[src/rtl/trigger_sequencer.sv]
// Multi-stage trigger engine: STAGES programmable mask/type/level stages, each with an occurrence count.
// Latency: triggered/done/trigger_pos are registered, valid one cycle after the completing sample is accepted.
// Backpressure: none; every sample_valid cycle is consumed, and sample_valid=0 cycles only act on arm/abort.
module trigger_sequencer #(
  parameter int SIZE    = 32,
  parameter int STAGES  = 8,
  parameter int CNT_W   = 16,
  parameter int SADDR_W = 24,
  localparam int NS_W   = $clog2(STAGES + 1),
  localparam int CS_W   = (STAGES > 1) ? $clog2(STAGES) : 1
) (
  input  logic                      i_clk,
  input  logic                      i_reset_n,
  input  logic [SIZE-1:0]           i_sample,
  input  logic                      i_sample_valid,
  input  logic                      i_arm,
  input  logic                      i_abort,
  input  logic [NS_W-1:0]           i_num_stages,
  input  logic [STAGES*SIZE-1:0]    i_stage_mask,
  input  logic [STAGES*SIZE-1:0]    i_stage_type,
  input  logic [STAGES*SIZE-1:0]    i_stage_level,
  input  logic [STAGES*CNT_W-1:0]   i_stage_count,
  output logic                      o_armed,
  output logic                      o_triggered,
  output logic                      o_done,
  output logic [CS_W-1:0]           o_cur_stage,
  output logic [SADDR_W-1:0]        o_trigger_pos
);

  typedef enum logic [1:0] {
    ST_IDLE  = 2'd0,
    ST_ARMED = 2'd1,
    ST_TRIG  = 2'd2
  } state_t;

  state_t               r_state;
  state_t               w_state_nxt;
  logic [CS_W-1:0]      r_cur_stage;
  logic [CNT_W-1:0]     r_cnt;
  logic [SADDR_W-1:0]   r_idx;
  logic [SADDR_W-1:0]   r_trigger_pos;
  logic [SIZE-1:0]      r_prev;
  logic                 r_prev_vld;
  logic                 r_triggered;

  logic [NS_W-1:0]      w_eff;
  logic [SIZE-1:0]      w_mask;
  logic [SIZE-1:0]      w_type;
  logic [SIZE-1:0]      w_level;
  logic [CNT_W-1:0]     w_cnt_cfg;
  logic [CNT_W-1:0]     w_need;
  logic [SIZE-1:0]      w_bit_ok;
  logic                 w_match;
  logic                 w_reached;
  logic                 w_last;
  logic                 w_arm_go;
  logic                 w_accept;
  logic                 w_complete;

  // Clamp the programmed stage count to the number of stages actually built.
  always_comb begin
    if (32'(i_num_stages) > STAGES) w_eff = NS_W'(STAGES);
    else                            w_eff = i_num_stages;
  end

  // Select the configuration slice belonging to the active stage.
  always_comb begin
    w_mask    = '0;
    w_type    = '0;
    w_level   = '0;
    w_cnt_cfg = '0;
    for (int k = 0; k < STAGES; k++) begin
      if (32'(r_cur_stage) == k) begin
        w_mask    = i_stage_mask [k*SIZE  +: SIZE];
        w_type    = i_stage_type [k*SIZE  +: SIZE];
        w_level   = i_stage_level[k*SIZE  +: SIZE];
        w_cnt_cfg = i_stage_count[k*CNT_W +: CNT_W];
      end
    end
  end

  // Per-bit match: unmasked bits always pass; edge bits also need a valid, differing previous sample.
  always_comb begin
    w_bit_ok = ~w_mask
             | (~w_type & ~(i_sample ^ w_level))
             | ( w_type & ~(i_sample ^ w_level) & (r_prev ^ i_sample) & {SIZE{r_prev_vld}});
    w_match   = &w_bit_ok;
    w_need    = (w_cnt_cfg == '0) ? CNT_W'(1) : w_cnt_cfg;
    w_reached = ({1'b0, r_cnt} + (CNT_W+1)'(1)) >= {1'b0, w_need};
    w_last    = (32'(r_cur_stage) + 32'd1) == 32'(w_eff);
  end

  // State register.
  always_ff @(posedge i_clk) begin
    if (!i_reset_n) r_state <= ST_IDLE;
    else            r_state <= w_state_nxt;
  end

  // Next-state logic; abort takes priority over everything, arm is ignored while armed.
  always_comb begin
    w_state_nxt = r_state;
    w_arm_go    = 1'b0;
    w_accept    = 1'b0;
    w_complete  = 1'b0;
    if (i_abort) begin
      w_state_nxt = ST_IDLE;
    end else begin
      case (r_state)
        ST_IDLE: begin
          if (i_arm) begin
            w_state_nxt = ST_ARMED;
            w_arm_go    = 1'b1;
          end
        end
        ST_ARMED: begin
          if (i_sample_valid) begin
            w_accept = 1'b1;
            if ((w_eff == '0) || (w_match && w_reached && w_last)) begin
              w_complete  = 1'b1;
              w_state_nxt = ST_TRIG;
            end
          end
        end
        ST_TRIG: begin
          if (i_arm) begin
            w_state_nxt = ST_ARMED;
            w_arm_go    = 1'b1;
          end
        end
        default: w_state_nxt = ST_IDLE;
      endcase
    end
  end

  // Sequence datapath: stage pointer, occurrence count, sample index, previous sample, trigger position.
  always_ff @(posedge i_clk) begin
    if (!i_reset_n) begin
      r_cur_stage   <= '0;
      r_cnt         <= '0;
      r_idx         <= '0;
      r_trigger_pos <= '0;
      r_prev        <= '0;
      r_prev_vld    <= 1'b0;
      r_triggered   <= 1'b0;
    end else begin
      r_triggered <= w_complete;
      if (w_arm_go) begin
        r_cur_stage <= '0;
        r_cnt       <= '0;
        r_idx       <= '0;
        r_prev_vld  <= 1'b0;
      end else if (w_accept) begin
        r_prev     <= i_sample;
        r_prev_vld <= 1'b1;
        if (r_idx != '1) r_idx <= r_idx + SADDR_W'(1);
        if (w_complete) begin
          r_trigger_pos <= r_idx;
          r_cnt         <= '0;
        end else if (w_match) begin
          if (w_reached) begin
            r_cnt       <= '0;
            r_cur_stage <= r_cur_stage + CS_W'(1);
          end else if (r_cnt != '1) begin
            r_cnt <= r_cnt + CNT_W'(1);
          end
        end
      end
    end
  end

  assign o_armed       = (r_state == ST_ARMED);
  assign o_done        = (r_state == ST_TRIG);
  assign o_triggered   = r_triggered;
  assign o_cur_stage   = r_cur_stage;
  assign o_trigger_pos = r_trigger_pos;

endmodule

[config.mk]
export PLATFORM = sky130hd
export DESIGN_NAME = trigger_sequencer
export DESIGN_NICKNAME = d
export VERILOG_FILES = /design/src/rtl/trigger_sequencer.sv
export SDC_FILE = /design/constraint.sdc
export NUM_CORES = 1
export LEC_CHECK = 0
export BUFFER_PORTS_ARGS = -buffer_cell sky130_fd_sc_hd__buf_2
export CORE_AREA = 8 8 373 375
export CTS_CLUSTER_SIZE = 10
export DETAILED_ROUTE_END_ITERATION = 12
export DIE_AREA = 0 0 381 383
export PLACE_DENSITY_LB_ADDON = 0.1
export SYNTH_ARGS = -nofsm -noshare
export SYNTH_HDL_FRONTEND = slang
export SYNTH_SLANG_ARGS = --single-unit
[constraint.sdc]
create_clock -name i_clk -period 13.9 [get_ports i_clk]
set_clock_uncertainty 0.2 [all_clocks]
set_input_delay 0.695 -clock i_clk [delete_from_list [all_inputs] [get_ports i_clk]]
set_output_delay 0.695 -clock i_clk [all_outputs]
set_load 0.03 [all_outputs]
==> run metrics <==
outcome=complete, no violations; IO Port Bufs=966; Mapped Area=15300 sq um; Synth Register Bits=103; number of synthesis warnings=0; Least-Margin Pin Slew=1280 ps; CTS tree=built; P&R area growth vs syn=45.4%; TritonCTS buffer count=9; most frequent cells in the layout=buf_2, nand2_1, o21ai_0, a21oi_1, nor2_1; highest clock rate=0.147 GHz; wire per inst=35.7 microns; Net Count, Synth=3318; async set-or-reset flop fraction in the synthesized netlist=0; RSZ-0062 raised after global routing=no; pin count of the biggest net entering global routing=151; clock sink count=103; top-level port count=967; core area=133000 sq um; Final ANT Viol Nets=0; Die ar.=146000 sq um; Synth Area per Inst=6.51 sq um; GPL Wtd Cong=0.884; element type at the critical path end=flip-flop; sequential area share after synthesis=0.134; initial antenna violation count=168; Hold Fails Final Rpt=0; Pleak=8.94 nW; Synth area leaders=dfxtp_1, nand2_1, o21ai_0; Slew Limit Fails=0; number of fill cells=15.8k; Die X-Extent=381 microns; vias in the first global route=22.9k; Nets=4110; min Tclk post-route=6810 ps; root buf cell=clkbuf_16; GRT overflow=0; relative slew slack=0.145; Routed WL=178 mm; # rows=134; DR DRC count=0; Setup crit start kind=flip-flop; pwr dens=42.1 nW/um^2; htree depth=3; share of cells above drive strength 1=0.349; Main synth FF type=dfxtp_1; Clock Pin Slew Worst Setup and Hold Paths=90 ps; Final HPWL DP=151 mm; RR Startpoint=o_cur_stage[0]$_SDFFE_PP0P_; crit share post-route=0.490; # setup viols final=0; Synth top area share=0.134; TNS Setup=0 ps; First-pass DRT Iterations=5; Post-synth EDFFs=0; Initial Util=0.116; post-route design area=22300 sq um; Critical Setup Path Class=reg2reg; routed vias/inst=4.64; hold buffer count at CTS=0; via count=23.1k; Clock Path Buffers=2; clk_lat worst skew=400 ps; maximum vdd drop=49.2 uV; Power, Total=939 uW; first-pass GRT wire length=229 mm; required time worst endpoint=14030 ps; CP arrival=6940 ps; crit path max fanout=56; hold crit path type=reg2reg; leading area contributor after synthesis=dfxtp_1; GRT Total Usage=0.230; most common cell after layout, fill and taps aside=buf_2; crit path from=o_cur_stage[0]$_SDFFE_PP0P_; # resized after CTS=0; beginning of the worst hold path=o_trigger_pos[19]$_SDFFE_PN0P_; total of max-cap violations=0; Post-Synthesis Cells=2357; DR iter-0 viols=2027; count of cell types in the netlist=88; Post-CTS Setup Bufs=0; Core Util, Final=0.168; die height=383 microns; Area after DPL=21900 sq um
[path summary, 6_finish.rpt]
kind                                    endpoint  slack (ps)  depth (start not counted)
setup / recovery  o_trigger_pos[11]$_SDFFE_PN0P_        7090                         25
hold / removal    o_trigger_pos[19]$_SDFFE_PN0P_         260                          2
setup reg to reg  o_trigger_pos[11]$_SDFFE_PN0P_        7090                         25
hold reg to reg   o_trigger_pos[19]$_SDFFE_PN0P_         260                          2
[sequential cells by signal, summed over array words and instances (netlist names)]
signal	count
r_prev	32
r_idx	24
o_cur_stage	3
o_trigger_pos	24
o_triggered	1
r_prev_vld	1
r_state	2
r_cnt	16
[synth_stat cells, drive strengths merged, types with 36 or more instances]
| master | instances |
|---|---|
| nand2 | 408 |
| o21ai | 227 |
| a21oi | 195 |
| nor2 | 135 |
| buf | 127 |
| clkbuf | 113 |
| dfxtp | 103 |
| xor2 | 69 |
| o211ai | 64 |
| a221oi | 56 |
| a211oi | 55 |
| nor2b | 52 |
| nand3b | 49 |
| inv | 48 |
| nand3 | 44 |
| o22ai | 40 |
| nand2b | 37 |
| a31oi | 36 |
[worst max-delay path: stages (launching register included)]
cell	delay [ps]
dfxtp_1	400
inv_1	230
ha_4	580
buf_4	670
nor2b_2	470
buf_4	310
a221oi_1	80
o311ai_0	400
o211ai_1	150
a311oi_1	290
a21oi_1	100
and4_1	200
and4_1	200
nand4_1	80
nand2_1	80
ha_1	190
nor2b_1	110
o31ai_1	70
a21oi_1	130
o31ai_1	90
a21oi_1	260
a311o_1	200
nand2b_1	130
o31ai_4	270
buf_4	490
mux2i_1	250
[power breakdown]
group / internal, mW / switching (mW)
clock network: 0.132 / 0.165
logic: 0.152 / 0.191
registers: 0.296 / 0.00213
[routing by layer]
metal | GRT usage | share of wire | vias to the layer above
met5 | 0 | 0.0019 | -
met3 | 0.0691 | 0.077 | 251
li1 | - | - | 10400
met4 | 0.0424 | 0.019 | 54
met1 | 0.307 | 0.45 | 11300
met2 | 0.367 | 0.45 | 1057
[final cells by class]
type                            instances  area, sq um  share of cell area
Antenna cell                           56          140             0.00628
Clock inverter                          7         88.8             0.00398
Sequential cell                       103         2070              0.0927
Multi-Input combinational cell       1965        12100               0.544
Tap cell                             1768         2210              0.0992
Clock buffer                            9          225              0.0101
Timing Repair Buffer                 1021         5260               0.236
Inverter                               49          188             0.00841
[cells by family (layout without fill, tap and decap cells)]
family | after synthesis | count (layout) | share of synthesized area
compound gates | 937 | 937 | 0.408
flops | 103 | 103 | 0.134
other cells | 0 | 56 | 0
fa+ha+maj | 24 | 24 | 0.0196
mux | 31 | 31 | 0.0204
xor+xnor | 104 | 104 | 0.0594
simple gates | 869 | 869 | 0.275
buf+inv | 289 | 1086 | 0.0833
[through the flow]
step | hold WS (ps) | setup WS, ps | instances
after floorplan | 252 | 7520 | 2357
after global placement | 243 | 7030 | 4906
after detailed placement | 248 | 7120 | 4906
after CTS | 254 | 7030 | 4922
after global routing | 279 | 6670 | 4947
final | 260 | 7090 | 4978
(Power assumes the default switching activity.)
